### src/rtl/dcache_ctrl_if.sv
// CPU-side and memory-side signals of the data cache.
// The cache takes the slave view. The pipeline/memory side, or a bench, takes the master view.
interface dcache_ctrl_if;
  logic        cpu_rd;
  logic [3:0]  cpu_w_en;
  logic [31:0] cpu_addr;
  logic [31:0] cpu_wdata;
  logic [31:0] cpu_rdata;
  logic        data_ready;
  logic        mem_req;
  logic        mem_we;
  logic [31:0] mem_addr;
  logic [31:0] mem_wdata;
  logic [3:0]  mem_wstrb;
  logic        mem_ack;
  logic [31:0] mem_rdata;

  modport slave (
    input  cpu_rd, cpu_w_en, cpu_addr, cpu_wdata, mem_ack, mem_rdata,
    output cpu_rdata, data_ready, mem_req, mem_we, mem_addr, mem_wdata, mem_wstrb
  );

  modport master (
    output cpu_rd, cpu_w_en, cpu_addr, cpu_wdata, mem_ack, mem_rdata,
    input  cpu_rdata, data_ready, mem_req, mem_we, mem_addr, mem_wdata, mem_wstrb
  );
endinterface

### src/rtl/dcache_ctrl.sv
// Direct-mapped, write-through, no-write-allocate data cache with 4-word lines.
//
// state    | meaning
// ---------+------------------------------------------------------------
// S_IDLE   | serve load hits; launch a refill on a load miss or a write on a store
// S_REFILL | fetch 4 single-word beats of the line at mem_addr_q
// S_WRITE  | single write-through of the latched store; merge into line on hit
module dcache_ctrl #(
  parameter int INDEX_BITS = 4
) (
  input  logic         clk,
  input  logic         rst,
  dcache_ctrl_if.slave bus
);
  localparam int LINES = 1 << INDEX_BITS;
  localparam int TAG_W = 28 - INDEX_BITS;

  typedef enum logic [1:0] {S_IDLE, S_REFILL, S_WRITE} state_t;

  state_t            state_q, state_d;
  logic [1:0]        cnt_q, cnt_d;
  logic [LINES-1:0]  valid_q, valid_d;
  logic              mem_req_q, mem_req_d;
  logic              mem_we_q, mem_we_d;
  logic [31:0]       mem_addr_q, mem_addr_d;
  logic [31:0]       mem_wdata_q, mem_wdata_d;
  logic [3:0]        mem_wstrb_q, mem_wstrb_d;
  logic              st_hit_q, st_hit_d;

  logic [TAG_W-1:0]  tag_q  [LINES];
  logic [31:0]       data_q [LINES][4];

  // single write port into the line storage
  logic                  arr_we;
  logic [INDEX_BITS-1:0] arr_idx;
  logic [1:0]            arr_word;
  logic [31:0]           arr_wdata;
  logic [3:0]            arr_bmask;
  logic                  tag_we;

  logic [INDEX_BITS-1:0] cpu_idx;
  logic [TAG_W-1:0]      cpu_tag;
  logic [1:0]            cpu_word;
  logic                  is_store, is_req, cpu_hit;
  logic [INDEX_BITS-1:0] lat_idx;
  logic [TAG_W-1:0]      lat_tag;
  logic [1:0]            lat_word;
  logic                  data_ready;
  logic                  unused_bits;

  assign cpu_idx  = bus.cpu_addr[3+INDEX_BITS:4];
  assign cpu_tag  = bus.cpu_addr[31:4+INDEX_BITS];
  assign cpu_word = bus.cpu_addr[3:2];
  assign is_store = |bus.cpu_w_en;
  assign is_req   = bus.cpu_rd | is_store;
  assign cpu_hit  = valid_q[cpu_idx] && (tag_q[cpu_idx] == cpu_tag);

  // the in-flight line/word always lives in the latched memory address
  assign lat_idx  = mem_addr_q[3+INDEX_BITS:4];
  assign lat_tag  = mem_addr_q[31:4+INDEX_BITS];
  assign lat_word = mem_addr_q[3:2];

  assign unused_bits = ^{bus.cpu_addr[1:0], mem_addr_q[1:0]};

  assign bus.cpu_rdata  = data_q[cpu_idx][cpu_word];
  assign bus.data_ready = data_ready;
  assign bus.mem_req    = mem_req_q;
  assign bus.mem_we     = mem_we_q;
  assign bus.mem_addr   = mem_addr_q;
  assign bus.mem_wdata  = mem_wdata_q;
  assign bus.mem_wstrb  = mem_wstrb_q;

  // next-state, memory port and line-write decode
  always_comb begin
    state_d     = state_q;
    cnt_d       = cnt_q;
    valid_d     = valid_q;
    mem_req_d   = mem_req_q;
    mem_we_d    = mem_we_q;
    mem_addr_d  = mem_addr_q;
    mem_wdata_d = mem_wdata_q;
    mem_wstrb_d = mem_wstrb_q;
    st_hit_d    = st_hit_q;
    arr_we      = 1'b0;
    arr_idx     = lat_idx;
    arr_word    = cnt_q;
    arr_wdata   = bus.mem_rdata;
    arr_bmask   = 4'hF;
    tag_we      = 1'b0;
    data_ready  = 1'b0;

    unique case (state_q)
      S_IDLE: begin
        data_ready = !is_req || (!is_store && cpu_hit);
        if (is_store) begin
          state_d     = S_WRITE;
          mem_req_d   = 1'b1;
          mem_we_d    = 1'b1;
          mem_addr_d  = {bus.cpu_addr[31:2], 2'b00};
          mem_wdata_d = bus.cpu_wdata;
          mem_wstrb_d = bus.cpu_w_en;
          st_hit_d    = cpu_hit;
        end else if (bus.cpu_rd && !cpu_hit) begin
          state_d          = S_REFILL;
          valid_d[cpu_idx] = 1'b0;
          cnt_d            = 2'd0;
          mem_req_d        = 1'b1;
          mem_we_d         = 1'b0;
          mem_addr_d       = {bus.cpu_addr[31:4], 4'b0000};
        end
      end
      S_REFILL: begin
        if (bus.mem_ack) begin
          arr_we = 1'b1;
          cnt_d  = cnt_q + 2'd1;
          if (cnt_q == 2'd3) begin
            // line becomes valid only once every beat is in
            valid_d[lat_idx] = 1'b1;
            tag_we           = 1'b1;
            mem_req_d        = 1'b0;
            state_d          = S_IDLE;
          end else begin
            mem_addr_d[3:2] = cnt_q + 2'd1;
          end
        end
      end
      S_WRITE: begin
        if (bus.mem_ack) begin
          data_ready = 1'b1;
          arr_we     = st_hit_q;
          arr_word   = lat_word;
          arr_wdata  = mem_wdata_q;
          arr_bmask  = mem_wstrb_q;
          mem_req_d  = 1'b0;
          mem_we_d   = 1'b0;
          state_d    = S_IDLE;
        end
      end
      default: state_d = S_IDLE;
    endcase
  end

  // control and memory-port registers
  always_ff @(posedge clk or negedge rst) begin
    if (!rst) begin
      state_q     <= S_IDLE;
      cnt_q       <= 2'd0;
      valid_q     <= '0;
      mem_req_q   <= 1'b0;
      mem_we_q    <= 1'b0;
      mem_addr_q  <= '0;
      mem_wdata_q <= '0;
      mem_wstrb_q <= '0;
      st_hit_q    <= 1'b0;
    end else begin
      state_q     <= state_d;
      cnt_q       <= cnt_d;
      valid_q     <= valid_d;
      mem_req_q   <= mem_req_d;
      mem_we_q    <= mem_we_d;
      mem_addr_q  <= mem_addr_d;
      mem_wdata_q <= mem_wdata_d;
      mem_wstrb_q <= mem_wstrb_d;
      st_hit_q    <= st_hit_d;
    end
  end

  // tag and data storage; not reset, since valid gates every use
  always_ff @(posedge clk) begin
    if (arr_we) begin
      for (int b = 0; b < 4; b++) begin
        if (arr_bmask[b]) data_q[arr_idx][arr_word][8*b +: 8] <= arr_wdata[8*b +: 8];
      end
    end
    if (tag_we) tag_q[arr_idx] <= lat_tag;
  end
endmodule

### src/flat_wrapper.sv
// flat-port wrapper written by rule: the top's interface ports become plain ports
module dcache_ctrl_flat 
#(
  parameter int INDEX_BITS = 4
)
  (clk, rst, bus_cpu_rd, bus_cpu_w_en, bus_cpu_addr, bus_cpu_wdata, bus_mem_ack, bus_mem_rdata, bus_cpu_rdata, bus_data_ready, bus_mem_req, bus_mem_we, bus_mem_addr, bus_mem_wdata, bus_mem_wstrb);
  dcache_ctrl_if bus_i ();
  input  logic clk;
  input  logic rst;
  input wire logic [$bits(bus_i.cpu_rd)-1:0] bus_cpu_rd;
  input wire logic [$bits(bus_i.cpu_w_en)-1:0] bus_cpu_w_en;
  input wire logic [$bits(bus_i.cpu_addr)-1:0] bus_cpu_addr;
  input wire logic [$bits(bus_i.cpu_wdata)-1:0] bus_cpu_wdata;
  input wire logic [$bits(bus_i.mem_ack)-1:0] bus_mem_ack;
  input wire logic [$bits(bus_i.mem_rdata)-1:0] bus_mem_rdata;
  output wire logic [$bits(bus_i.cpu_rdata)-1:0] bus_cpu_rdata;
  output wire logic [$bits(bus_i.data_ready)-1:0] bus_data_ready;
  output wire logic [$bits(bus_i.mem_req)-1:0] bus_mem_req;
  output wire logic [$bits(bus_i.mem_we)-1:0] bus_mem_we;
  output wire logic [$bits(bus_i.mem_addr)-1:0] bus_mem_addr;
  output wire logic [$bits(bus_i.mem_wdata)-1:0] bus_mem_wdata;
  output wire logic [$bits(bus_i.mem_wstrb)-1:0] bus_mem_wstrb;
  assign bus_i.cpu_rd = bus_cpu_rd;
  assign bus_i.cpu_w_en = bus_cpu_w_en;
  assign bus_i.cpu_addr = bus_cpu_addr;
  assign bus_i.cpu_wdata = bus_cpu_wdata;
  assign bus_i.mem_ack = bus_mem_ack;
  assign bus_i.mem_rdata = bus_mem_rdata;
  assign bus_cpu_rdata = bus_i.cpu_rdata;
  assign bus_data_ready = bus_i.data_ready;
  assign bus_mem_req = bus_i.mem_req;
  assign bus_mem_we = bus_i.mem_we;
  assign bus_mem_addr = bus_i.mem_addr;
  assign bus_mem_wdata = bus_i.mem_wdata;
  assign bus_mem_wstrb = bus_i.mem_wstrb;
  dcache_ctrl #(.INDEX_BITS(INDEX_BITS)) u_core (.clk(clk), .rst(rst), .bus(bus_i));
endmodule
### config.mk
export PLATFORM = sky130hd
export DESIGN_NAME = dcache_ctrl_flat
export DESIGN_NICKNAME = d
export VERILOG_FILES = /design/src/rtl/dcache_ctrl_if.sv /design/src/rtl/dcache_ctrl.sv /design/src/flat_wrapper.sv
export SDC_FILE = /design/constraint.sdc
export NUM_CORES = 2
export LEC_CHECK = 0
export BUFFER_PORTS_ARGS = -buffer_cell sky130_fd_sc_hd__buf_2
export CAP_MARGIN = 25
export CORE_AREA = 5 5 816 413
export DETAILED_ROUTE_END_ITERATION = 8
export DIE_AREA = 0 0 821 418
export GPL_ROUTABILITY_DRIVEN = 0
export PLACE_DENSITY_LB_ADDON = 0.05
export RECOVER_POWER = 100
export REMOVE_ABC_BUFFERS = 1
export SLEW_MARGIN = 25
export SYNTH_ARGS = -nofsm -noshare
export SYNTH_HDL_FRONTEND = slang
export SYNTH_SLANG_ARGS = --single-unit
### constraint.sdc
create_clock -name clk -period 4.1 [get_ports clk]
set_input_delay 0.41 -clock clk [delete_from_list [all_inputs] [get_ports clk]]
set_output_delay 0.41 -clock clk [all_outputs]
set_load 0.1 [all_outputs]
==> results_dict.tcl <==
set metrics [dict create \
    leakagePower_nw 36.70 \
    totalWireLength_mm 315.5 \
    drt-wirelength-per-cell_um 32.41 \
    cts_tree "done" \
    required_ns 3.69 \
    die_h_um 418 \
    final_max_slew_viol_count 103 \
    r2r_end "u_core.data_q[3][61]$_DFFE_PP_" \
    async_flop_share 0.03530 \
    max_freq_mhz 240.9 \
    cp_slowest_cell "mux4_2" \
    critical_path.top_delay_family "multiplexers" \
    pwr-share-comb 0.168 \
    cap_violations 3 \
    endpoint_kind "primary output" \
    synth_cells 4320 \
    dp_hpwl_mm 207.2 \
    overflow 0 \
    critical_path_class "flop to primary output" \
    hold_path.class "input port to flop" \
    io_pins 207 \
    first_global_vias 49030 \
    crit_top_cell "mux4_2" \
    rsz0062_at_grt "true" \
    fin_crit_sh 1.012 \
    yosys.area_share.simple 0.01806 \
    synth_top_family_by_area "multiplexers" \
    drive_gt1_frac 0.3240 \
    cts_buffer_depth 4 \
    detail-route-antenna-nets 0 \
    power_frac_clock 0.344 \
    fin_nets 5244 \
    swShare 0.3018 \
    grt_max_degree 69 \
    power.internal_mw 45.79 \
    netlist_area_um2 98230 \
    synth_edf_count 2432 \
    clock_skew_ns 0.05660 \
    start_util 0.2990 \
    num_vias 48550 \
    r2r_setup_slack_ns 0.16 \
    first_pass_iters 5 \
    antenna_found_initial 59 \
    routed-wl-met2_mm 125.1 \
    synth_cell_types 69 \
    total_power_mw 65.58 \
    core_um2 328500 \
    synthMuxAreaShare 0.1905 \
    cts_sinks 2521 \
    synth_compound_area_frac 0.01062 \
    power.density_nw_per_um2 562.5 \
    yosys.area.top_type "edfxtp_1" \
    violations "max-capacitance violations, max-slew violations, negative setup slack" \
    max_stage_delay_ns 0.50 \
    crit_buf_inv 3 \
    worstSetupStartpoint "u_core.tag_q[5][12]$_DFFE_PP_" \
    ys_ff_latch 2521 \
    die_area_um2 343200 \
    chipWidth_um 821 \
    arrival_ns 3.74 \
    post_dp_cell_area_um2 109100 \
    start_kind "flop" \
    synth.avg_cell_area_um2 22.74 \
    crit_chain "mux4_2 > mux4_2 > xnor2_2 > o211ai_1 > buf_6 > nor4b_4 > a31oi_4 > o21ai_2 > buf_4 > buf_12" \
    crit_fanout 2 \
    rows 149 \
    portBuffers 202 \
    final_area_um2 116600 \
    yosysTopAreaCellShare 0.7434 \
    grt_usage 0.1809 \
    reg2reg_from "u_core.state_q[0]$_DFFE_PN0P_" \
    peakVddDrop_mv 0.3278 \
    slew_headroom -0.09423 \
    synth_ff_type "edfxtp_1" \
    drtIter0Drc 4891 \
    fin_util 0.3549 \
    clock_latency_ns 0.91 \
    cp-endpoint "bus_data_ready" \
    clk_pin_slew_ns 0.07 \
    vias_per_cell 4.987 \
    wirelength_met1_mm 162.2 \
    maxUsedRoutingLayer "met5" \
    grt_first_pass_wirelength_mm 429.5 \
    netlist_top_cells_area "edfxtp_1 (74%), mux4_2 (17%), dfrtp_1 (2.3%)" \
    p_sw_mw 19.80 \
    yosysSeqAreaShare 0.7661 \
    htree_levels 4 \
    fin_ws_ns -0.05074 \
    hold_viol_final 0 \
    drc 0 \
    dr_wl_met3_mm 22.55 \
    synth_fa_ha_area_frac 0.0006369 \
    ys_warn_count 0 \
    reg2regPathDepth 8 \
    synth-xor-area-share 0.002407 \
    period_minus_slack_ns 4.151 \
    numCtsBuffers 248 \
    root_buffer "clkbuf_16" \
    syn_to_final_growth_pct 18.69 \
    seqPwrFrac 0.488 \
    setup_violations 1 \
    outcome "finished, violations left" \
    fill_cells 30490 \
    tightest_slew_ns 1.641 \
    cp.depth 10 \
]
area by class of cell:
class                      instances  area (um^2)  area share
inverter                          16        67.56   0.0005795
clock buffer                     326         6663     0.05714
tap                             4379         5479     0.04699
sequential                      2521        75260      0.6455
clock inverter                   129         1061    0.009100
multi-input combinational       1531        22040      0.1890
antenna                           15        37.54   0.0003219
timing repair buffer             817         5991     0.05138
state kept, by name, indices dropped and copies added, names as in the netlist:
name and flops:
u_core.bus.mem_addr 30, u_core.bus.mem_req 1, u_core.bus.mem_wdata 32, u_core.bus.mem_we 1
u_core.bus.mem_wstrb 4, u_core.cnt_q 2, u_core.data_q 2048, u_core.st_hit_q 1
u_core.state_q 2, u_core.tag_q 384, u_core.valid_q 16
through the flow:
stage / setup TNS, ns / instances / worst slack [ns] / hold WS, ns
detailed placement: -0.1070 / 9194 / -0.09673 / 0.3937
finish: -0.05074 / 9734 / -0.05074 / 0.1438
CTS: -0.05830 / 9717 / -0.05830 / 0.05830
global placement: -0.1616 / 9194 / -0.1279 / 0.3946
floorplan: -355.19 / 4068 / -5.932 / 0.1144
global route: -11.07 / 9721 / -0.2346 / 0.08976
layer usage:
| metal | vias to the layer above | global-route usage |
|---|---|---|
| met5 | - | 0.002895 |
| met4 | 2 | 0.03183 |
| met3 | 339 | 0.04759 |
| met2 | 1419 | 0.2397 |
| met1 | 26860 | 0.2944 |
| li1 | 19930 | - |
Yosys cell counts, types with 3 or more instances:
master     count
buf_2         23
edfxtp_1    2432
buf_1         66
ha_1           5
mux2_1        20
a22oi_1       24
xnor2_1       19
mux2_2        78
nand2_1       63
o21ai_0       16
nand4_1       19
inv_1         14
buf_4         17
a21oi_1       16
nor2b_1       14
mux2i_1      101
o21a_1         4
nand3_1       16
a22o_1        28
dfrtp_1       89
nand2b_1       3
a221oi_1       9
and2_1         3
a31oi_1        4
nor2_1       292
clkbuf_1     142
mux4_2       737
xor2_1         8
o2111ai_1      3
a32oi_1        3
o31ai_1        3
worst min-delay path, delay by kind of cell:
kind | cells | cell delay, ns
multiplexers | 1 | 0.19
buffers and inverters | 2 | 0.35
what timing repair did:
action	CTS	global route
endpoints found under the hold margin	154	0
buffers inserted	4	1
endpoints found under the setup margin	1	7
resized for setup	9	3
pin swaps	5	3
hold buffers	64	0
cloned	0	0
cells by family (layout without fill, tap and decap cells):
kind of cell,Yosys count,after routing
DFF,2521,2521
muxes,936,936
and+or+nand+nor,425,425
buffers and inverters,269,1288
AOI/OAI and AO/OA,136,136
xor gates and xnor gates,27,27
adders and majority gates,5,5
other,1,17
cells in the final DEF (no fill, tap or decap), types with 16 or more instances in the layout:
| cell type | instances |
|---|---|
| edfxtp_1 | 2432 |
| mux4_2 | 737 |
| nor2_1 | 277 |
| clkbuf_1 | 274 |
| buf_4 | 268 |
| clkbuf_16 | 251 |
| buf_2 | 117 |
| mux2i_1 | 101 |
| dfrtp_1 | 89 |
| buf_12 | 70 |
| dlygate4sd3_1 | 63 |
| mux2_2 | 60 |
| clkbuf_2 | 57 |
| nand2_1 | 52 |
| clkinv_1 | 49 |
| clkinv_2 | 48 |
| mux2_1 | 38 |
| a22o_1 | 28 |
| a22oi_1 | 24 |
| clkbuf_4 | 24 |
| nand4_1 | 19 |
| xnor2_1 | 18 |
| bufinv_16 | 17 |
| a21oi_1 | 16 |
power by group through the flow:
stage | Combinational, mW | Clock (mW) | Sequential (mW)
final | 11.0 | 22.5 | 32.0
after global routing | 11.6 | 24.3 | 32.1
after CTS | 11.6 | 23.3 | 32.0
after detailed placement | 11.6 | 0 | 32.5
after global placement | 11.5 | 0 | 32.5
after floorplan | 3.57 | 0 | 34.6
worst min-delay path by stage:
stage	start	depth (start not counted)	to	slack [ns]
after floorplan	rst	0	u_core.bus.mem_addr[10]$_DFFE_PN0P_	0.11
after global placement	rst	1	u_core.bus.mem_addr[30]$_DFFE_PN0P_	0.39
after detailed placement	rst	1	u_core.bus.mem_addr[30]$_DFFE_PN0P_	0.39
after CTS	bus_cpu_addr[6]	3	u_core.bus.mem_addr[6]$_DFFE_PN0P_	0.06
after global routing	bus_cpu_addr[6]	3	u_core.bus.mem_addr[6]$_DFFE_PN0P_	0.09
final	bus_cpu_addr[6]	3	u_core.bus.mem_addr[6]$_DFFE_PN0P_	0.14
Note: power is estimated with default switching activity, not from simulation.
